### src/rtl/yolov4_param_tx_pkg.sv
// yolov4_param_tx_pkg: section tags, FSM encodings and section sequencing for the parameter transmitter
// Tag and state values follow the receiver's RECEIVE_SCALE -> RECEIVE_WEIGHT -> RECEIVE_BIAS order,
// so SEND_x == tag + 1.
package yolov4_param_tx_pkg;

    localparam int TAG_W = 3;

    typedef enum logic [1:0] {
        SEC_SCALE  = 2'd0,
        SEC_WEIGHT = 2'd1,
        SEC_BIAS   = 2'd2
    } sec_t;

    typedef enum logic [2:0] {
        S_IDLE        = 3'd0,
        S_SEND_SCALE  = 3'd1,
        S_SEND_WEIGHT = 3'd2,
        S_SEND_BIAS   = 3'd3,
        S_FINISH      = 3'd4
    } state_t;

    // First section at index >= from whose length is nonzero, else FINISH.
    function automatic state_t next_sec(input logic [2:0] nz, input logic [1:0] from);
        next_sec = S_FINISH;
        for (int i = 2; i >= 0; i--)
            if (i >= int'(from) && nz[i]) next_sec = state_t'(3'(i + 1));
    endfunction

endpackage

### src/rtl/yolov4_param_tx_if.sv
// yolov4_param_tx_if: configuration, status, memory-read and stream signals of the parameter transmitter
// master: transmitter side (drives status, memory reads and the stream)
// slave : environment side (drives config, start, read data and m_ready)
interface yolov4_param_tx_if #(
    parameter int DATA_W = 32,
    parameter int ADDR_W = 16,
    parameter int CNT_W  = 16
);
    logic              start;
    logic [ADDR_W-1:0] scale_base, weight_base, bias_base;
    logic [CNT_W-1:0]  scale_len, weight_len, bias_len;
    logic              busy, done;
    logic              mem_rd_en;
    logic [ADDR_W-1:0] mem_addr;
    logic [DATA_W-1:0] mem_rd_data;
    logic              m_valid, m_ready, m_last;
    logic [DATA_W-1:0] m_data;
    logic [1:0]        m_type;

    modport master (
        input  start, scale_base, weight_base, bias_base, scale_len, weight_len, bias_len,
        input  mem_rd_data, m_ready,
        output busy, done, mem_rd_en, mem_addr, m_valid, m_data, m_type, m_last
    );

    modport slave (
        output start, scale_base, weight_base, bias_base, scale_len, weight_len, bias_len,
        output mem_rd_data, m_ready,
        input  busy, done, mem_rd_en, mem_addr, m_valid, m_data, m_type, m_last
    );
endinterface

### src/rtl/yolov4_skid_fifo.sv
// yolov4_skid_fifo: 2-entry FIFO whose head entry is a register driving the output directly
// Ports: clk, rst (async, active-high); push_i/din_i write; pop_i removes head;
//        dout_o head entry; full_o, empty_o, count_o occupancy.
module yolov4_skid_fifo #(
    parameter int W = 35
) (
    input  logic         clk,
    input  logic         rst,
    input  logic         push_i,
    input  logic [W-1:0] din_i,
    input  logic         pop_i,
    output logic [W-1:0] dout_o,
    output logic         full_o,
    output logic         empty_o,
    output logic [1:0]   count_o
);
    logic [W-1:0] head_q, spare_q;
    logic [1:0]   count_q;

    assign dout_o  = head_q;
    assign count_o = count_q;
    assign full_o  = count_q == 2'd2;
    assign empty_o = count_q == 2'd0;

    always_ff @(posedge clk or posedge rst) begin
        if (rst) begin
            head_q  <= '0;
            spare_q <= '0;
            count_q <= '0;
        end else begin
            count_q <= count_q + {1'b0, push_i} - {1'b0, pop_i};
            if (pop_i && full_o) head_q <= spare_q;
            else if (push_i && (empty_o || (pop_i && count_q == 2'd1))) head_q <= din_i;
            if (push_i && ((count_q == 2'd1 && !pop_i) || (full_o && pop_i))) spare_q <= din_i;
        end
    end
endmodule

### src/rtl/yolov4_param_tx.sv
// yolov4_param_tx: streams scale, weight and bias sections from parameter BRAM as tagged beats
// Ports: clk, rst (async, active-high);
//        bus.master: start + per-section base/len in, busy/done out,
//        mem_rd_en/mem_addr out with mem_rd_data returning one cycle later,
//        m_valid/m_data/m_type/m_last out with m_ready in.
module yolov4_param_tx
    import yolov4_param_tx_pkg::*;
#(
    parameter int DATA_W = 32,
    parameter int ADDR_W = 16,
    parameter int CNT_W  = 16
) (
    input logic               clk,
    input logic               rst,
    yolov4_param_tx_if.master bus
);
    state_t                   state_q, nxt_st;
    logic [ADDR_W-1:0]        base_q [3];
    logic [CNT_W-1:0]         len_q [3];
    logic [ADDR_W-1:0]        base_in [3];
    logic [CNT_W-1:0]         cnt_q;
    logic [ADDR_W-1:0]        addr_q, nxt_base;
    logic [TAG_W-1:0]         tag_q;
    logic                     inflight_q, busy_q, done_q;
    logic                     idle, send, pop, issue, is_last;
    logic                     fifo_full, fifo_empty;
    logic [1:0]               fifo_count, sec, nidx;
    logic [2:0]               occ, nz_in, nz_q;
    logic [DATA_W+TAG_W-1:0]  fifo_dout;

    assign idle    = state_q == S_IDLE;
    assign send    = state_q inside {S_SEND_SCALE, S_SEND_WEIGHT, S_SEND_BIAS};
    assign sec     = send ? state_q[1:0] - 2'd1 : 2'd0;
    assign base_in = '{bus.scale_base, bus.weight_base, bus.bias_base};
    assign nz_in   = {bus.bias_len != '0, bus.weight_len != '0, bus.scale_len != '0};
    assign nz_q    = {len_q[2] != '0, len_q[1] != '0, len_q[0] != '0};
    assign nxt_st  = idle ? next_sec(nz_in, 2'd0) : next_sec(nz_q, sec + 2'd1);
    assign nidx    = nxt_st[1:0] - 2'd1;
    assign nxt_base = (nxt_st == S_FINISH) ? '0 : idle ? base_in[nidx] : base_q[nidx];

    // Credit counts the beat leaving this cycle, so a read can be issued while the
    // single buffered beat is being popped; this sustains one beat per cycle.
    assign pop     = !fifo_empty && bus.m_ready;
    assign occ     = {1'b0, fifo_count} + {2'b0, inflight_q};
    assign issue   = send && (occ < 3'd2 + {2'b0, pop});
    assign is_last = cnt_q == len_q[sec] - CNT_W'(1);

    always_ff @(posedge clk or posedge rst) begin
        if (rst) begin
            state_q    <= S_IDLE;
            base_q     <= '{default: '0};
            len_q      <= '{default: '0};
            cnt_q      <= '0;
            addr_q     <= '0;
            tag_q      <= '0;
            inflight_q <= 1'b0;
            busy_q     <= 1'b0;
            done_q     <= 1'b0;
        end else begin
            done_q     <= 1'b0;
            inflight_q <= issue;
            if (issue) begin
                tag_q  <= {sec, is_last};
                cnt_q  <= cnt_q + CNT_W'(1);
                addr_q <= addr_q + ADDR_W'(1);
            end
            case (state_q)
                S_IDLE: if (bus.start) begin
                    base_q  <= base_in;
                    len_q   <= '{bus.scale_len, bus.weight_len, bus.bias_len};
                    // An all-empty transfer completes directly without visiting FINISH.
                    state_q <= (nxt_st == S_FINISH) ? S_IDLE : nxt_st;
                    busy_q  <= nxt_st != S_FINISH;
                    done_q  <= nxt_st == S_FINISH;
                    cnt_q   <= '0;
                    addr_q  <= nxt_base;
                end
                // Done fires once the last beat handshakes in this very cycle or already has.
                S_FINISH: if (!fifo_full && !inflight_q && (fifo_empty || pop)) begin
                    done_q  <= 1'b1;
                    busy_q  <= 1'b0;
                    state_q <= S_IDLE;
                end
                default: if (issue && is_last) begin
                    state_q <= nxt_st;
                    cnt_q   <= '0;
                    addr_q  <= nxt_base;
                end
            endcase
        end
    end

    yolov4_skid_fifo #(.W(DATA_W + TAG_W)) u_fifo (
        .clk     (clk),
        .rst     (rst),
        .push_i  (inflight_q),
        .din_i   ({tag_q, bus.mem_rd_data}),
        .pop_i   (pop),
        .dout_o  (fifo_dout),
        .full_o  (fifo_full),
        .empty_o (fifo_empty),
        .count_o (fifo_count)
    );

    assign bus.busy      = busy_q;
    assign bus.done      = done_q;
    assign bus.mem_rd_en = issue;
    assign bus.mem_addr  = addr_q;
    assign bus.m_valid   = !fifo_empty;
    assign bus.m_type    = fifo_dout[DATA_W+2:DATA_W+1];
    assign bus.m_last    = fifo_dout[DATA_W];
    assign bus.m_data    = fifo_dout[DATA_W-1:0];
endmodule

### src/flat_wrapper.sv
// flat-port wrapper written by rule: the top's interface ports become plain ports
module yolov4_param_tx_flat import yolov4_param_tx_pkg::*;
#(
    parameter int DATA_W = 32,
    parameter int ADDR_W = 16,
    parameter int CNT_W  = 16
)
  (clk, rst, bus_start, bus_scale_base, bus_weight_base, bus_bias_base, bus_scale_len, bus_weight_len, bus_bias_len, bus_mem_rd_data, bus_m_ready, bus_busy, bus_done, bus_mem_rd_en, bus_mem_addr, bus_m_valid, bus_m_data, bus_m_type, bus_m_last);
  yolov4_param_tx_if #(.DATA_W(DATA_W), .ADDR_W(ADDR_W), .CNT_W(CNT_W)) bus_i ();
  input logic clk;
  input logic rst;
  input wire logic [$bits(bus_i.start)-1:0] bus_start;
  input wire logic [$bits(bus_i.scale_base)-1:0] bus_scale_base;
  input wire logic [$bits(bus_i.weight_base)-1:0] bus_weight_base;
  input wire logic [$bits(bus_i.bias_base)-1:0] bus_bias_base;
  input wire logic [$bits(bus_i.scale_len)-1:0] bus_scale_len;
  input wire logic [$bits(bus_i.weight_len)-1:0] bus_weight_len;
  input wire logic [$bits(bus_i.bias_len)-1:0] bus_bias_len;
  input wire logic [$bits(bus_i.mem_rd_data)-1:0] bus_mem_rd_data;
  input wire logic [$bits(bus_i.m_ready)-1:0] bus_m_ready;
  output wire logic [$bits(bus_i.busy)-1:0] bus_busy;
  output wire logic [$bits(bus_i.done)-1:0] bus_done;
  output wire logic [$bits(bus_i.mem_rd_en)-1:0] bus_mem_rd_en;
  output wire logic [$bits(bus_i.mem_addr)-1:0] bus_mem_addr;
  output wire logic [$bits(bus_i.m_valid)-1:0] bus_m_valid;
  output wire logic [$bits(bus_i.m_data)-1:0] bus_m_data;
  output wire logic [$bits(bus_i.m_type)-1:0] bus_m_type;
  output wire logic [$bits(bus_i.m_last)-1:0] bus_m_last;
  assign bus_i.start = bus_start;
  assign bus_i.scale_base = bus_scale_base;
  assign bus_i.weight_base = bus_weight_base;
  assign bus_i.bias_base = bus_bias_base;
  assign bus_i.scale_len = bus_scale_len;
  assign bus_i.weight_len = bus_weight_len;
  assign bus_i.bias_len = bus_bias_len;
  assign bus_i.mem_rd_data = bus_mem_rd_data;
  assign bus_i.m_ready = bus_m_ready;
  assign bus_busy = bus_i.busy;
  assign bus_done = bus_i.done;
  assign bus_mem_rd_en = bus_i.mem_rd_en;
  assign bus_mem_addr = bus_i.mem_addr;
  assign bus_m_valid = bus_i.m_valid;
  assign bus_m_data = bus_i.m_data;
  assign bus_m_type = bus_i.m_type;
  assign bus_m_last = bus_i.m_last;
  yolov4_param_tx #(.DATA_W(DATA_W), .ADDR_W(ADDR_W), .CNT_W(CNT_W)) u_core (.clk(clk), .rst(rst), .bus(bus_i));
endmodule
### config.mk
export PLATFORM = sky130hd
export DESIGN_NAME = yolov4_param_tx_flat
export DESIGN_NICKNAME = d
export VERILOG_FILES = /design/src/rtl/yolov4_param_tx_pkg.sv /design/src/rtl/yolov4_param_tx_if.sv /design/src/rtl/yolov4_skid_fifo.sv /design/src/rtl/yolov4_param_tx.sv /design/src/flat_wrapper.sv
export SDC_FILE = /design/constraint.sdc
export NUM_CORES = 1
export LEC_CHECK = 0
export BUFFER_PORTS_ARGS = -buffer_cell sky130_fd_sc_hd__buf_4
export CAP_MARGIN = 20
export CORE_MARGIN = 1.5
export CORE_UTILIZATION = 50
export CTS_CLUSTER_SIZE = 24
export DETAILED_ROUTE_END_ITERATION = 12
export PLACE_DENSITY = 0.77
export SETUP_SLACK_MARGIN = 0.2
export SLEW_MARGIN = 15
export SYNTH_ARGS = -nofsm -noshare
export SYNTH_HDL_FRONTEND = slang
export SYNTH_HIERARCHICAL = 1
export SYNTH_SLANG_ARGS = --single-unit
### constraint.sdc
create_clock -name clk -period 4.6 [get_ports clk]
set_input_delay 0.69 -clock clk [delete_from_list [all_inputs] [get_ports clk]]
set_output_delay 0.69 -clock clk [all_outputs]
set_load 0.02 [all_outputs]
==> impl_metrics.json, run 1 <==
{
  "status": "finished clean",
  "grt_max_degree": 108,
  "period_share_pct": 92.1,
  "intPower_mw": 7.18,
  "place_ws_ns": 0.210,
  "cpLargestDelayFamily": "compound AO/OA/AOI/OAI gates",
  "fin_skew_ns": 0.0202,
  "vias": 8353,
  "worst-path-buf-inv": 3,
  "core_area_um2": 22500,
  "drive_gt1_share_pct": 43.5,
  "critPathMaxStageDelay_ns": 0.54,
  "numCtsBuffers": 24,
  "cp_max_fo": 8,
  "yosys_register_bits": 209,
  "clkSlewWorstSetupHoldPaths_ns": 0.06,
  "path_cells": "ha_2 -> nor3_4 -> buf_4 -> nor3_1 -> a222oi_1 -> ha_2 -> inv_2 -> a221oi_4 -> xor2_1 -> nor4_2 -> a211o_1 -> o211ai_1 -> or4b_4 -> o21ai_4 -> clkbuf_16 -> mux2_4",
  "drtIter0Drc": 465,
  "required_ns": 4.99,
  "timing.slew.headroom_pct": 29.5,
  "switchingPower_mw": 4.96,
  "grt_usage_pct": 23.7,
  "yosysWarnings": 6,
  "synth_edf_count": 0,
  "slew_viol_final": 0,
  "pwr-share-seq_pct": 28.0,
  "fin_ws_ns": 0.362,
  "min_path_type": "primary input to asynchronous set/reset pin",
  "cts_hold_buffers": 0,
  "endpoint_kind": "register",
  "multiInputGateArea_um2": 5850,
  "swShare_pct": 40.9,
  "cp_data_arrival_time_ns": 4.63,
  "worstSetupStartpointType": "register",
  "worst_skew_pair.late_latency_ns": 0.52,
  "leakage_nw": 6.30,
  "cts_max_level": 1,
  "postSynth.topFlopCell": "dfrtp_1",
  "routed_wl_mm": 27.7,
  "rsz0062_at_grt": "yes",
  "ys_seq_area_share_pct": 46.0,
  "grt_pass1_vias": 8590,
  "worstSetupPathType": "register to register",
  "synth_fp_nets": 1125,
  "hold_violations": 0,
  "crit_path_frequent_cell": "ha_2",
  "place_area_um2": 13100,
  "vias_per_cell": 5.68,
  "drcViolationCount": 0,
  "port_buffers": 186,
  "dieArea_um2": 23700,
  "clkPwrFrac_pct": 15.1,
  "clock_sinks": 209,
  "dp_hpwl_mm": 19.8,
  "mostFrequentLayoutCell": "buf_4",
  "synth_top_area_share_pct": 46.0,
  "grt_overflow": 0,
  "wire_per_inst_um": 18.9,
  "ys_async_sr_fraction_pct": 100,
  "grt_pass1_wl_mm": 45.4,
  "fillers": 1778,
  "clock_path_buffers": 3,
  "area.sequential_um2": 5230,
  "final-setup-viol-count": 0,
  "cts_tree": "built",
  "syn_inst": 979,
  "antenna_found_initial": 0,
  "tightest_slew_ns": 1.06,
  "crit_slowest_cell": "or4b_4",
  "start_util_pct": 50.5,
  "synth_area_um2": 11400,
  "antenna_left": 0,
  "final_cell_area_um2": 14000,
  "pwr-share-comb_pct": 56.9,
  "cts-root-buf": "clkbuf_16",
  "avgSynthCellArea_um2": 11.6,
  "ys_types": 69,
  "dr.pass1.iters": 5,
  "insertedDiodeCount": 0,
  "area_growth_pct": 22.9,
  "vdd.ir_drop.worst_uv": 819,
  "fin_nets": 1315,
  "finalWeightedCongestion": 0.895,
  "die_h_um": 154,
  "power-per-cell-area_nw_per_um2": 869,
  "die_w_um": 154,
  "yosys.area.top_type": "dfrtp_1",
  "yosys-top-cells-area": "dfrtp_1 (46%), mux2_2 (17%), mux2_4 (5.5%)",
  "cap_viol_max_count": 0,
  "fp-row-count": 55,
  "timing.final.crit_period_ns": 4.24,
  "fmax_ghz": 0.236,
  "io_pins": 187,
  "tns_ns": 0,
  "most-common-layout-cells": "buf_4 (215), dfrtp_1 (207), mux2_2 (172), nand2_1 (108), nor2_1 (49)"
}
==> cell families (layout without fill, tap and decap cells) <==
| group | Yosys count | after routing | share of synthesized area (%) |
|---|---|---|---|
| AOI/OAI and AO/OA | 112 | 112 | 7.00 |
| muxes | 233 | 233 | 26.0 |
| xor gates and xnor gates | 50 | 50 | 3.85 |
| buffers and inverters | 75 | 281 | 3.45 |
| and+or+nand+nor | 286 | 286 | 12.2 |
| DFF | 209 | 209 | 46.0 |
| adders and majority gates | 14 | 14 | 1.54 |
==> power by group through the flow <==
stage | Sequential (mW) | Clock, mW | Combinational, mW
after global routing | 3.51 | 1.96 | 7.51
final | 3.40 | 1.84 | 6.91
after detailed placement | 3.42 | 0 | 6.74
after global placement | 3.35 | 0 | 6.62
after floorplan | 3.45 | 0 | 4.86
after CTS | 3.39 | 1.89 | 6.78
==> cell type report <==
type | count | share of cell area [%]
Tap cell | 285 | 2.55
Timing Repair Buffer | 218 | 12.1
Inverter | 21 | 0.636
Multi-Input combinational cell | 695 | 41.9
Sequential cell | 209 | 37.4
Clock buffer | 35 | 4.96
Clock inverter | 7 | 0.501
==> per-layer routing <==
layer,GRT usage [%],routed length (µm)
met1,33.0,12300
met2,38.0,13000
met3,4.34,1590
met4,6.84,764
met5,0,0
==> worst register-to-register path, cell delays in order (launching register included) <==
cell,delay (ns)
dfrtp_2,0.46
ha_2,0.23
nor3_4,0.20
buf_4,0.19
nor3_1,0.07
a222oi_1,0.38
ha_2,0.27
inv_2,0.05
a221oi_4,0.35
xor2_1,0.14
nor4_2,0.25
a211o_1,0.14
o211ai_1,0.10
or4b_4,0.54
o21ai_4,0.24
clkbuf_16,0.22
mux2_4,0.29
==> Yosys cell counts (all sizes together), types with 11 or more instances <==
library cell,count
a21oi,24
ha,14
mux2,214
inv,20
dfrtp,209
nor3,11
nor2,50
nor4,20
o21ai,20
clkbuf,30
nand2,108
nand3,36
a22oi,14
mux4,16
xor2,21
xnor2,29
nand4,13
buf,24
==> flip-flops by register name, summed over array words and instances (netlist names) <==
name,count
u_core/bus.mem_addr,16
u_core/base_q,48
u_core/bus.busy,1
u_core/bus.done,1
u_core/tag_q,3
u_core/u_fifo/count_o,2
u_core/u_fifo/dout_o,35
u_core/len_q,48
u_core/inflight_q,1
u_core/u_fifo/spare_q,35
u_core/state_q,3
u_core/cnt_q,16
==> path summary, 6_finish.rpt <==
check                                                 startpoint                               endpoint  slack, ns  depth (start not counted)
max                                u_core/state_q[0]$_DFFE_PP0P_       u_core/bus.mem_addr[2]$_DFF_PP0_       0.36                         16
max in group asynchronous                                    rst  u_core/u_fifo/spare_q[19]$_DFFE_PP0P_       3.29                          3
min                                                          rst       u_core/bus.mem_addr[3]$_DFF_PP0_       0.15                          2
max reg2reg                        u_core/state_q[0]$_DFFE_PP0P_       u_core/bus.mem_addr[2]$_DFF_PP0_       0.36                         16
min reg2reg                u_core/u_fifo/spare_q[31]$_DFFE_PP0P_  u_core/u_fifo/spare_q[31]$_DFFE_PP0P_       0.50                          1
min in group clk                              bus_weight_base[3]          u_core/base_q[19]$_DFFE_PP0P_       0.41                          2
==> metrics by stage <==
step	hold slack [ns]	instances	util, %	power [mW]
6_report	0.146	1470	62.1	12.1
5_1_grt	0.160	1470	62.1	13.0
4_1_cts	0.378	1464	61.6	12.1
3_5_place_dp	0.490	1421	58.1	10.2
3_3_place_gp	0.482	1421	58.1	9.96
2_1_floorplan	0.460	979	-	8.30
==> repair_timing <==
| action | 4_1_cts | 5_1_grt |
|---|---|---|
| gates cloned | 0 | 1 |
| endpoints found under the hold margin | 0 | 0 |
| gates resized for setup | 0 | 11 |
| buffers inserted | 1 | 4 |
| pin swaps | 0 | 9 |
| setup endpoints to repair | 3 | 34 |
(Power assumes the default switching activity.)
==> run 2: changes to the inputs <==
ABC_AREA = 1   (was not set)
PLACE_DENSITY = 0.76   (was 0.77)
==> run 2 against run 1 <==
Against the previous run:
- combinational power increased by 20%
- global-route usage increased by 3.9 points
- die area increased by 9.7%
- first-iteration DRC count increased to 3.1 times the previous value
- area after synthesis increased by 9.9%
- clock power increased by 12%
- sequential power decreased by 6.2%
- worst hold slack improved by 0.13 ns
- critical path type unchanged
- largest power group unchanged
==> impl_metrics.json, run 2 <==
{
  "synth_fp_nets": 1860,
  "clock_path_buffers": 3,
  "top_regs": "u_core/base_q x48, u_core/len_q x48",
  "required_ns": 5.02,
  "vdd.ir_drop.worst_uv": 571,
  "synth_top_area_share_pct": 41.8,
  "ys_async_sr_fraction_pct": 100,
  "period_share_pct": 83.7,
  "min_path_type": "primary input to asynchronous set/reset pin",
  "cp_data_arrival_time_ns": 4.27,
  "fin_nets": 2001,
  "vias": 12197,
  "grt_max_degree": 93,
  "fin_cells": 2196,
  "yosysWarnings": 6,
  "insertedDiodeCount": 0,
  "status": "finished clean",
  "dp_cells": 2153,
  "timing.slew.headroom_pct": 38.7,
  "worst_skew_pair.late_latency_ns": 0.53,
  "postSynth.topFlopCell": "dfrtp_1",
  "tightest_slew_ns": 0.918,
  "yosys-top-cells-count": "nand2_1 (614), dfrtp_1 (209), nand3_1 (158)",
  "timing.rr.end": "u_core/bus.mem_addr[7]$_DFF_PP0_",
  "core_area_um2": 24500,
  "grt_overflow": 0,
  "drcViolationCount": 0,
  "drive_gt1_share_pct": 18.6,
  "die_w_um": 161,
  "avgSynthCellArea_um2": 7.29,
  "synth_edf_count": 0,
  "dieArea_um2": 26000,
  "tns_ns": 0,
  "drtIter0Drc": 1426,
  "crit_cells": 17,
  "final-setup-viol-count": 0,
  "dp_hpwl_mm": 25.2,
  "rsz0062_at_grt": "no",
  "cts_hold_buffers": 0,
  "endpoint_kind": "register",
  "timing.final.crit_period_ns": 3.85,
  "ys_types": 42,
  "cts_tree": "built",
  "numCtsBuffers": 24,
  "r2r_cells": 17,
  "ys_seq_area_share_pct": 41.8,
  "clkSlewWorstSetupHoldPaths_ns": 0.06,
  "holdWs_ns": 0.278,
  "fin_skew_ns": 0.0161,
  "critPathLaunch": "u_core/state_q[0]$_DFFE_PP0P_",
  "r2r-start": "u_core/state_q[0]$_DFFE_PP0P_",
  "vias_per_cell": 5.55,
  "rrSetupSlack_ns": 0.75,
  "start_util_pct": 51.1,
  "leakage_nw": 7.80,
  "antenna_left": 0,
  "mostFrequentLayoutCell": "nand2_1",
  "synth_most_common_cell": "nand2_1",
  "fillers": 2259,
  "routed_wl_mm": 35.5,
  "critPathMaxStageDelay_ns": 0.46,
  "clock_sinks": 209,
  "synth_area_um2": 12500,
  "cts_resized": 0,
  "worstSetupStartpointType": "register",
  "fp-row-count": 57,
  "power-per-cell-area_nw_per_um2": 914,
  "grt_pass1_vias": 11308,
  "slew_viol_final": 0,
  "worst-path-buf-inv": 5,
  "syn_inst": 1714,
  "finalWeightedCongestion": 0.881,
  "fmax_ghz": 0.260,
  "port_buffers": 186,
  "cp_max_fo": 32,
  "antenna_found_initial": 0,
  "wire_per_inst_um": 16.2,
  "yosys_register_bits": 209,
  "area_growth_pct": 18.8,
  "cap_viol_max_count": 0,
  "hold_violations": 0,
  "crit_slowest_cell": "dfrtp_1",
  "grt_pass1_wl_mm": 58.6,
  "path_cells": "inv_2 -> buf_4 -> nand3_2 -> ha_1 -> a21oi_1 -> inv_1 -> nand2_1 -> a21oi_1 -> ha_1 -> clkinv_1 -> buf_4 -> o211ai_1 -> o211ai_1 -> nand3_1 -> nand4_1 -> nand3_1 -> nand2_1",
  "io_pins": 187,
  "yosys-top-cells-area": "dfrtp_1 (42%), nand2_1 (18%), nand3_1 (6.3%)",
  "dr.pass1.iters": 5,
  "cts_max_level": 1,
  "cts_setup_buffers": 0,
  "grt_usage_pct": 27.6,
  "most-common-layout-cells": "nand2_1 (614), dfrtp_1 (209), buf_4 (204), nand3_1 (158), o21ai_0 (115)",
  "die_h_um": 161,
  "worstSetupPathType": "register to register",
  "crit_end": "u_core/bus.mem_addr[7]$_DFF_PP0_",
  "cts-root-buf": "clkbuf_16",
  "cpLargestDelayFamily": "buffers and inverters",
  "yosys.area.top_type": "dfrtp_1"
}
## run 2: cell types whose count changed after synthesis, sizes merged, moves of 20 or more
cell    before  now
nand2      108  654
mux2       214    0
nand3       36  177
inv         20  137
o21ai       20  134
nor2        50  116
nand4       13   74
clkbuf      30   51
xnor2       29    9
## run 2: final cells by class
type / count / area [µm²] / area share (%)
Sequential cell: 209 / 5230 / 35.2
Multi-Input combinational cell: 1277 / 6300 / 42.4
Tap cell: 324 / 405 / 2.73
Inverter: 139 / 532 / 3.58
Timing Repair Buffer: 204 / 1530 / 10.3
Clock buffer: 31 / 657 / 4.42
Clock inverter: 12 / 200 / 1.35
## run 2: stage by stage
| step | total power [mW] | setup slack (ns) | cell area, µm² | utilization [%] |
|---|---|---|---|---|
| after detailed placement | 11.4 | 0.846 | 14000 | 57.2 |
| after global routing | 14.7 | 0.286 | 14900 | 60.7 |
| after floorplan | 9.26 | 0.242 | 12500 | - |
| final | 13.6 | 0.751 | 14900 | 60.7 |
| after global placement | 11.2 | 1.00 | 14000 | 57.2 |
| after CTS | 13.5 | 0.816 | 14900 | 60.7 |
## run 2: layer usage
layer | up-vias | track usage, % | wire [µm]
met5 | - | 0 | 0
met4 | 0 | 7.07 | 799
met3 | 64 | 4.11 | 2800
met2 | 531 | 44.0 | 16400
met1 | 5740 | 39.4 | 15500
li1 | 5862 | - | -
## run 2: worst min path at each step
stage | end | cells past startpoint
4_1_cts | u_core/bus.mem_addr[13]$_DFF_PP0_ | 2
6_report | u_core/bus.mem_addr[13]$_DFF_PP0_ | 2
2_1_floorplan | u_core/base_q[15]$_DFFE_PP0P_ | 2
3_3_place_gp | u_core/base_q[15]$_DFFE_PP0P_ | 2
5_1_grt | u_core/bus.mem_addr[13]$_DFF_PP0_ | 2
3_5_place_dp | u_core/base_q[42]$_DFFE_PP0P_ | 2
## run 2: where the power goes
| group | internal [mW] | leakage [nW] | switching, mW |
|---|---|---|---|
| clock network | 1.29 | 0.424 | 0.776 |
| logic | 2.65 | 4.74 | 5.68 |
| registers | 2.65 | 2.63 | 0.535 |
| total | 6.59 | 7.80 | 6.99 |
## run 2: worst register-to-register path: cells and delay by family, from the launching register on
| family | cells | cell delay (ns) |
|---|---|---|
| simple gates | 6 | 0.99 |
| flops | 1 | 0.46 |
| buf+inv | 5 | 1.01 |
| fa+ha+maj | 2 | 0.69 |
| compound gates | 4 | 0.57 |
## run 2: cells by family after synthesis
kind of cell,after synthesis,share of synthesized area [%]
XOR/XNOR,27,1.89
AND/OR/NAND/NOR,1060,39.0
multiplexers,2,0.160
AO/OA/AOI/OAI,174,7.82
adder cells (fa/ha/maj),14,1.40
buffers and inverters,228,7.89
flip-flops,209,41.8
==> run 3: changes to the inputs <==
ABC_AREA = 0   (was 1)
PLACE_DENSITY = 0.74   (was 0.76)
clock period = 3.9 ns   (was 4.6 ns; I/O delays follow)
==> run 3 against run 2 <==
Against the previous run:
- the run now ends with negative setup slack left
- clock-buffer cell count is 2 higher
- combinational power up 7.0%
- final area is 3.2% lower
- fmax fell by 5.5%
- first-iteration DRC count shrank 63%
- clock skew is 0.0046 ns higher
- flip-flop and latch count unchanged
- clock power increased by 7%
- worst hold slack worse by 0.088 ns
- total power rose by 11%
- critical path type unchanged
==> impl_metrics.json, run 3 (same netlist as run 1, synthesis figures left out) <==
{
  "vias": 8521,
  "status": "finished with violations",
  "grt_overflow": 0,
  "worstSetupStartpointType": "register",
  "worstSetupPathType": "register to register",
  "grt_pass1_vias": 8611,
  "period_share_pct": 104,
  "wire_per_inst_um": 18.3,
  "required_ns": 4.27,
  "most-common-layout-cells": "buf_4 (256), dfrtp_1 (207), mux2_2 (172), nand2_1 (106), nor2_1 (49)",
  "drcViolationCount": 0,
  "fin_ws_ns": -0.175,
  "dp_hpwl_mm": 19.9,
  "cp_max_fo": 9,
  "antenna_left": 0,
  "swShare_pct": 39.6,
  "area_growth_pct": 26.4,
  "intPower_mw": 9.12,
  "rsz0062_at_grt": "yes",
  "die_w_um": 154,
  "io_pins": 187,
  "tns_ns": -4.34,
  "hold_violations": 0,
  "drive_gt1_share_pct": 46.0,
  "cts_hold_buffers": 0,
  "clkSlewWorstSetupHoldPaths_ns": 0.06,
  "dp_cells": 1466,
  "top_regs": "u_core/base_q x48, u_core/len_q x48",
  "dieArea_um2": 23700,
  "power-per-cell-area_nw_per_um2": 1050,
  "violations": "negative setup slack",
  "cap_viol_max_count": 0,
  "pwr-share-seq_pct": 26.4,
  "place_ws_ns": -0.218,
  "final_cell_area_um2": 14400,
  "dr.pass1.iters": 5,
  "port_buffers": 186,
  "min_path_type": "primary input to asynchronous set/reset pin",
  "vdd.ir_drop.worst_uv": 729,
  "cts_max_level": 1,
  "grt_pass1_wl_mm": 45.3,
  "tightest_slew_ns": 0.935,
  "fin_skew_ns": 0.0206,
  "grt_max_degree": 76,
  "worst_skew_pair.late_latency_ns": 0.51,
  "core_area_um2": 22500,
  "pwr-share-comb_pct": 59.0,
  "routed_wl_mm": 27.7,
  "endpoint_kind": "register",
  "final-setup-viol-count": 34,
  "multiInputGateArea_um2": 5850,
  "insertedDiodeCount": 0,
  "fin_nets": 1361,
  "clock_path_buffers": 3,
  "clkPwrFrac_pct": 14.7,
  "cts-root-buf": "clkbuf_16",
  "cts_tree": "built",
  "place_area_um2": 13500,
  "cp_data_arrival_time_ns": 4.45,
  "die_h_um": 154,
  "fmax_ghz": 0.245,
  "start_util_pct": 50.5,
  "grt_usage_pct": 23.5,
  "leakage_nw": 6.54,
  "fin_cells": 1515,
  "area.sequential_um2": 5230,
  "fillers": 1749,
  "switchingPower_mw": 5.97,
  "antenna_found_initial": 0,
  "numCtsBuffers": 23,
  "timing.slew.headroom_pct": 37.6,
  "slew_viol_final": 0,
  "mostFrequentLayoutCell": "buf_4",
  "fp-row-count": 55,
  "finalWeightedCongestion": 0.933,
  "vias_per_cell": 5.62,
  "drtIter0Drc": 527,
  "clock_sinks": 209,
  "timing.final.crit_period_ns": 4.07
}
run 3: repair_timing:
action,4_1_cts,5_1_grt
gates cloned,1,0
setup buffers,7,1
pin swaps,8,2
setup endpoints to repair,35,36
gates resized for setup,15,3
run 3: worst paths after layout:
path | startpoint | to | slack [ns] | cells after the start
setup / recovery | u_core/state_q[0]$_DFFE_PP0P_ | u_core/bus.mem_addr[6]$_DFF_PP0_ | -0.17 | 16
hold / removal | rst | u_core/bus.mem_addr[5]$_DFF_PP0_ | 0.19 | 2
setup reg to reg | u_core/state_q[0]$_DFFE_PP0P_ | u_core/bus.mem_addr[6]$_DFF_PP0_ | -0.17 | 16
hold reg to reg | u_core/base_q[13]$_DFFE_PP0P_ | u_core/base_q[13]$_DFFE_PP0P_ | 0.50 | 1
max in group asynchronous | rst | u_core/u_fifo/dout_o[24]$_DFFE_PP0P_ | 2.65 | 3
min in group clk | bus_bias_len[4] | u_core/len_q[4]$_DFFE_PP0P_ | 0.31 | 3
run 3: worst max-delay path, cell delays in order, from the launching register on:
cell and delay [ns]:
dfrtp_2 0.43, inv_6 0.05, ha_1 0.31, buf_4 0.18
a21oi_1 0.20, nand2_1 0.23, buf_4 0.23, a221oi_1 0.41
nand4_1 0.14, o311ai_0 0.14, buf_4 0.18, o2111ai_1 0.09
or4b_4 0.59, o21ai_4 0.15, buf_4 0.14, buf_12 0.12
mux2_2 0.33
run 3: metrics by stage:
stage | hold slack [ns] | utilization (%) | total power [mW]
2_1_floorplan | 0.460 | - | 9.80
3_3_place_gp | 0.483 | 59.8 | 12.4
3_5_place_dp | 0.489 | 59.8 | 12.6
4_1_cts | 0.187 | 63.9 | 15.1
5_1_grt | 0.227 | 63.9 | 16.1
6_report | 0.190 | 63.9 | 15.1
run 3: cell type report:
| cell class | instances | area share, % |
|---|---|---|
| timing repair buffer | 265 | 14.4 |
| sequential | 209 | 36.4 |
| clock inverter | 7 | 0.783 |
| tap | 285 | 2.48 |
| inverter | 21 | 0.618 |
| clock buffer | 33 | 4.61 |
| multi-input combinational | 695 | 40.7 |
run 3: routing by layer:
metal	part of all wire, %	GRT usage, %	vias up	wire length [µm]
li1	-	-	4012	-
met1	46	33.1	4160	12600
met2	46	37.8	295	12700
met3	5.4	3.38	54	1500
met4	2.9	7.12	0	805
met5	0	0	-	0
run 3: power by group through the flow:
stage / clock [mW] / combinational [mW] / sequential, mW
after CTS: 2.27 / 8.85 / 3.97
after floorplan: 0 / 5.74 / 4.06
after detailed placement: 0 / 8.65 / 4.00
after global routing: 2.34 / 9.64 / 4.11
final: 2.22 / 8.90 / 3.98
after global placement: 0 / 8.49 / 3.94
